### src/rtl/cpu_clk_gen.sv
// CPU clock generator.
// Derives the shared clk28 enable strobes (ck14/ck7/ck35) from a 3-bit phase
// counter. It also produces a registered CPU clock at 3.5/7/14 MHz. The CPU
// clock can be stretched high by wait_req, with a timeout so that a stuck wait
// source cannot stall the CPU forever.
module cpu_clk_gen #(
  parameter int WAIT_TIMEOUT = 255  // max clk28 cycles clkcpu may be held (1..1023)
) (
  input  logic       clk28,
  input  logic       rst_n,
  input  logic [1:0] turbo_req,
  input  logic       wait_req,
  input  logic       clr_err,
  output logic       ck14,
  output logic       ck7,
  output logic       ck35,
  output logic       clkcpu,
  output logic       cpu_rise,
  output logic       cpu_fall,
  output logic [1:0] turbo_active,
  output logic       wait_active,
  output logic       wait_err
);

  localparam int             CW        = 10;
  localparam logic [CW-1:0]  WAIT_LAST = CW'(WAIT_TIMEOUT - 1);
  localparam logic [1:0]     TURBO_35  = 2'b00;
  localparam logic [1:0]     TURBO_7   = 2'b01;

  logic [2:0]    cnt;
  logic [CW-1:0] wait_cnt;
  logic          tick;
  logic          timeout;
  logic          hold;
  logic          do_rise;
  logic          do_fall;
  logic          suppress;
  logic          forced;

  // Strobes are pure decodes of the registered phase counter: glitch-free and
  // all asserted together on cnt==7.
  assign ck14 = cnt[0];
  assign ck7  = &cnt[1:0];
  assign ck35 = &cnt;

  // Select the CPU toggle opportunity for the speed currently in effect.
  // NOTE: every output of a combinational block gets a default first, so no
  // path through it can leave a value unassigned and infer a latch.
  always_comb begin
    tick = 1'b1;
    case (turbo_active)
      TURBO_35: tick = ck7;
      TURBO_7:  tick = ck14;
      default:  tick = 1'b1;
    endcase
  end

  // Toggle decisions for this clk28 edge. A rise is never held back; a fall is
  // suppressed while the wait is honoured.
  assign timeout  = (wait_cnt == WAIT_LAST);
  assign hold     = wait_req && !timeout;
  assign do_rise  = tick && !clkcpu;
  assign do_fall  = tick &&  clkcpu && !hold;
  assign suppress = tick &&  clkcpu &&  hold;
  assign forced   = do_fall && wait_req && timeout;

  // Free-running phase counter, wraps 7 -> 0.
  // NOTE: sequential state uses non-blocking assignments so that every flop
  // samples pre-edge values, independent of block evaluation order.
  always_ff @(posedge clk28 or negedge rst_n) begin
    if (!rst_n) cnt <= 3'd0;
    else        cnt <= cnt + 3'd1;
  end

  // CPU clock, its edge strobes, and the speed latch (only updated on a fall,
  // so a new rate never shortens a high phase).
  always_ff @(posedge clk28 or negedge rst_n) begin
    if (!rst_n) begin
      clkcpu       <= 1'b0;
      cpu_rise     <= 1'b0;
      cpu_fall     <= 1'b0;
      turbo_active <= TURBO_35;
    end else begin
      cpu_rise <= do_rise;
      cpu_fall <= do_fall;
      if (do_rise) clkcpu <= 1'b1;
      if (do_fall) begin
        clkcpu       <= 1'b0;
        turbo_active <= turbo_req;
      end
    end
  end

  // Wait tracking: wait_active marks a suppressed fall; wait_cnt measures the
  // hold and stays saturated until wait_req drops, so one long request can
  // only stall the CPU once.
  always_ff @(posedge clk28 or negedge rst_n) begin
    if (!rst_n) begin
      wait_active <= 1'b0;
      wait_cnt    <= '0;
    end else begin
      if (!wait_req || do_fall) wait_active <= 1'b0;
      else if (suppress)        wait_active <= 1'b1;

      if (!wait_req)                         wait_cnt <= '0;
      else if (wait_active && !timeout)      wait_cnt <= wait_cnt + 1'b1;
    end
  end

  // Sticky timeout flag; a forced release in the same cycle as clr_err wins.
  always_ff @(posedge clk28 or negedge rst_n) begin
    if (!rst_n)       wait_err <= 1'b0;
    else if (forced)  wait_err <= 1'b1;
    else if (clr_err) wait_err <= 1'b0;
  end

endmodule

### config.mk
export PLATFORM = sky130hd
export DESIGN_NAME = cpu_clk_gen
export DESIGN_NICKNAME = d
export VERILOG_FILES = /design/src/rtl/cpu_clk_gen.sv
export SDC_FILE = /design/constraint.sdc
export NUM_CORES = 1
export LEC_CHECK = 0
export CAP_MARGIN = 20
export CORE_AREA = 4 4 70 65
export DETAILED_ROUTE_END_ITERATION = 10
export DIE_AREA = 0 0 74 69
export GPL_ROUTABILITY_DRIVEN = 0
export PLACE_DENSITY = 0.46
export SYNTH_ARGS = -nofsm -noshare
export SYNTH_HDL_FRONTEND = slang
export SYNTH_SLANG_ARGS = --single-unit
export TNS_END_PERCENT = 20
### constraint.sdc
create_clock -name clk28 -period 5.73 [get_ports clk28]
set_input_delay 1.719 -clock clk28 [delete_from_list [all_inputs] [get_ports clk28]]
set_output_delay 1.719 -clock clk28 [all_outputs]
set_load 0.02 [all_outputs]
== Yosys cells after proc, flatten, opt, wreduce, memory -nomap -nowiden ==
Cells that the tools add are included.

* Add/subtract/negate cells: 2
* Equality and inequality tests: 3
* Multiplexer cells: 9
* Reduce and logical (&&, ||, !) cells: 19

{| class="wikitable"
|+ Operator list
! cell !! count
|-
| 10-bit 2-to-1 mux || 2
|-
| 10-bit by 1-bit adder with 10-bit output, second input constant || 1
|-
| 10-bit by 8-bit equality test with 1-bit output, second input constant || 1
|-
| 1-bit logical AND || 8
|-
| 1-bit 2-to-1 mux || 6
|-
| 2-bit nonzero test || 3
|-
| 1-bit zero test || 4
|-
| 3-bit by 1-bit adder with 3-bit output, second input constant || 1
|-
| 3-bit AND reduction || 1
|-
| 2-bit by 1-bit equality test with 1-bit output, second input constant || 1
|-
| 2-bit zero test || 1
|-
| 2-bit by 1-bit inequality test with 1-bit output, second input constant || 1
|-
| 1-bit case mux with 2 select lines || 1
|-
| 2-bit AND reduction || 1
|-
| 1-bit logical OR || 1
|}

* Flip-flop bits (word level): 20
* Input port bits: 6
* Logic and storage cells: 41

== Depth between registers and ports, before layout ==
* Depth in word-level cells: 8
* Depth in mapped cells: 7
* Mapped depth without buffers: 6

== Worst setup path after synthesis ==
No wires, ideal clock.

* Path kind: reg-to-output
* Start: reg cnt[0]
* End: out ck35
* Arrival: 1.096 ns
* Required time: 4.011 ns
* Slack: 2.915 ns
* Stages on the path, launching flop included: 3
* Path buffers: 0
* Cell sequence: dfrtp_1 > ha_1 > ha_1

* Word-level cells in the longest chain between the ends: 1

{| class="wikitable"
|+ Ends and longest elaborated chain
! what !! line !! source
|-
| start: declaration || 30 || <nowiki>logic [2:0] cnt;</nowiki>
|-
| start signal: assignment || 72 || <nowiki>else cnt <= cnt + 3'd1;</nowiki>
|-
| 3-bit AND reduction || 44 || <nowiki>assign ck35 = &cnt;</nowiki>
|-
| end: declaration || 16 || <nowiki>output logic ck35,</nowiki>
|}

Every way passes these cells.

== Worst setup path in the final report ==
Ends and elaborated chain as after synthesis.

==> implementation parameters <==
Parameter                              Value

Run status
  Outcome    completed

Critical path
  Worst setup path class    flop to primary output
  Data arrival time at the worst-slack endpoint    1.67 ns
  Critical path launch point    cnt[0]
  R2r startpoint    wait_cnt[0]
  Slowest cell on the critical path    clkdlybuf4s50_1
  Cell type with the highest occurrence count on the critical path    ha_1
  Required @ worst endpoint    4.01 ns
  CP Cell Sequence    ha_1 > ha_1 > clkdlybuf4s50_1
  Worst stage delay on the critical path    0.54 ns
  Category of the worst setup path capture point    primary output
  Launching element type of the critical path    flop
  Largest fanout of any net on the critical path    4

Synthesis
  Unique cell type count in the Yosys netlist    34
  Post-synth net total    95
  Post-synthesis sequential area ratio    0.540
  Post-synthesis instance area    927 sq um
  Synth warn    0
  Post-synthesis area per instance    10.9 sq um
  Flip-flop and latch count after synthesis    20
  Gate count after technology mapping    85

STA
  Setup ws final    2.34 ns
  Maximum clock frequency    0.295 GHz
  Worst slew slack as a fraction of its limit    0.380
  Clock skew after layout    0.00272 ns
  Ratio of final minimum period to clock period    0.591
  Final min period    3.39 ns
  Final number of hold-violating endpoints    0
  RSZ-0062 raised after global routing    false
  Max-slew violations    0
  Slew @ Worst Pin    0.927 ns
  Sum of negative setup slack    0 ns
  Total setup violations reported at the end of the flow    0

Global route
  Total routing usage reported by global routing    0.0828
  Number of antenna violations at the first check in global routing    0
  Residual overflow from global routing    0
  Wire length of the first global-routing pass    3360 um
  Vias in the first global route    734
  Maximum number of pins on one net before global-route repair    21

Place
  Post-Place Cells    145
  Half-perimeter wire length after placement    1440 um
  Post-Place Worst Slack    2.56 ns
  Total cell area at the placement stage    1120 sq um
  Count of input and output buffers    15

Final layout
  Antenna fix cells    0
  Area growth, synth to finish    28.9%
  Final layout net count    114
  Share of final-layout standard cells stronger than drive strength 1    0.0583
  Post-Layout Inst Area    1190 sq um
  Post-layout utilization of the core    0.318
  Most common cell after layout, fill and taps aside    dfrtp_1
  Commonest non-fill, non-tap cells in the layout    20 x dfrtp_1, 15 x clkdlybuf4s50_1, 7 x nor2_1
  Number of inserted filler cells in the final layout    409
  Finished Layout Cells    149

Power and ir drop
  Peak supply drop    0.000153 V
  Leakage dissipation    0.513 nW
  Total power density per cell area    373 nW/um^2

Run
  Max-cap violation count    0

Die
  Number of I/O pins    16
  Die outline area    5110 sq um
  Die Y-Extent    69 um
  Area inside the core boundary    3760 sq um
  Starting utilization of the core area    0.247
  Row count    21
  Die outline width    74 um

Clocking
  H-Tree Level Count    1
  Clock insertion delay at the later pin of the skew report    0.26 ns
  Total CTS buffers    3
  Hold buffers post-CTS    0
  Bufs on Longest Clock Path    2
  Clock root cell    clkbuf_8
  TritonCTS Sinks    20
  CTS resizes    0
  Post CTS Setup Buffer Count    0
  CTS clk-pin slew, worst paths    0.08 ns
  CTS tree    built

Worst hold path
  Hold Startpoint    cnt[2]
  Type of the worst min-delay path    flop to flop

Detailed routing
  Drt initial violations    13
  Residual antenna-violating net count after detailed routing    0
  Iteration count of the initial detailed-routing pass    3
  Detailed-route DRC error count    0
  Routed Wire Length    1990 um
  DR vias    692
  DR vias/cell    4.64
  Final routed wire length divided by cell count    13.3 um
==> layout make-up <==
type / count / area, sq um / area share
well taps: 46 / 57.6 / 0.0482
repair buffers: 15 / 150 / 0.126
clock inverters: 1 / 30.0 / 0.0251
clock buffers: 3 / 41.3 / 0.0346
inverters: 7 / 26.3 / 0.0220
flip-flops and latches: 20 / 500 / 0.419
multi-input cells: 57 / 389 / 0.326
==> synth_stat cells <==
master | number | area (sq um)
nor3_1 | 3 | 15.0
inv_1 | 6 | 22.5
a211o_1 | 1 | 8.76
o31ai_1 | 1 | 7.51
a21oi_1 | 4 | 20.0
nor4_1 | 2 | 12.5
ha_1 | 4 | 50.1
a31oi_1 | 2 | 12.5
a221o_1 | 1 | 10.0
clkinv_1 | 1 | 3.75
mux2_1 | 1 | 11.3
nand3_1 | 1 | 5.00
dfrtp_1 | 20 | 500
and2_1 | 2 | 12.5
or3_1 | 2 | 12.5
a21oi_4 | 1 | 16.3
o211ai_1 | 1 | 7.51
nor2_1 | 7 | 26.3
a21boi_0 | 1 | 7.51
o32ai_1 | 1 | 8.76
o2111ai_1 | 1 | 8.76
buf_6 | 1 | 11.3
o211a_1 | 1 | 10.0
a311oi_1 | 1 | 8.76
o21ai_0 | 2 | 10.0
nand2_1 | 5 | 18.8
xnor2_1 | 1 | 8.76
nor2b_1 | 2 | 12.5
and4_1 | 1 | 8.76
or3b_4 | 1 | 11.3
and3_1 | 1 | 6.26
xor2_1 | 2 | 17.5
o21ai_1 | 1 | 5.00
nand4_1 | 3 | 18.8
==> where the power goes <==
group          internal (W)  switching, W
sequential         0.000162     0.0000221
combinational     0.0000574     0.0000630
clock             0.0000932     0.0000478
==> flip-flops by register name, indices dropped and copies added, names as in the netlist <==
signal        count
wait_active       1
wait_cnt         10
turbo_active      2
clkcpu            1
cpu_fall          1
cpu_rise          1
cnt               3
wait_err          1
==> path summary, 6_finish.rpt <==
check	endpoint	depth (start not counted)	slack, ns
max in group asynchronous	wait_cnt[2]	1	3.19
worst min register to register	cnt[2]	1	0.48
worst max register to register	turbo_active[0]	6	3.40
worst min-delay path	cnt[2]	1	0.48
worst max-delay path	ck35	3	2.34
min in group asynchronous	wait_cnt[1]	1	1.98
==> layer usage <==
metal,vias up,part of all wire,global-route usage
met2,16,0.44,0.124
met5,-,0,0
met1,335,0.48,0.111
li1,341,-,-
met3,0,0.077,0.0422
met4,0,0,0.00604
==> logic make-up after synthesis <==
kind of cell | share of synthesized area
XOR/XNOR | 0.0283
flip-flops | 0.540
buffers and inverters | 0.0405
AO/OA/AOI/OAI | 0.153
adder cells (fa/ha/maj) | 0.0540
multiplexers | 0.0121
AND/OR/NAND/NOR | 0.173
==> worst max-delay path: cells and delay by family, from the launching register on <==
family     cells  cell delay, ns
fa+ha+maj      2            0.46
buf+inv        1            0.54
flops          1            0.42
==> metrics by stage <==
step | total power [W] | hold slack, ns
final | 0.000445 | 0.477
after detailed placement | 0.000308 | 0.461
after CTS | 0.000453 | 0.480
after global placement | 0.000308 | 0.454
after floorplan | 0.000253 | 0.443
after global routing | 0.000472 | 0.513
Power figures use the tool's default switching activity.
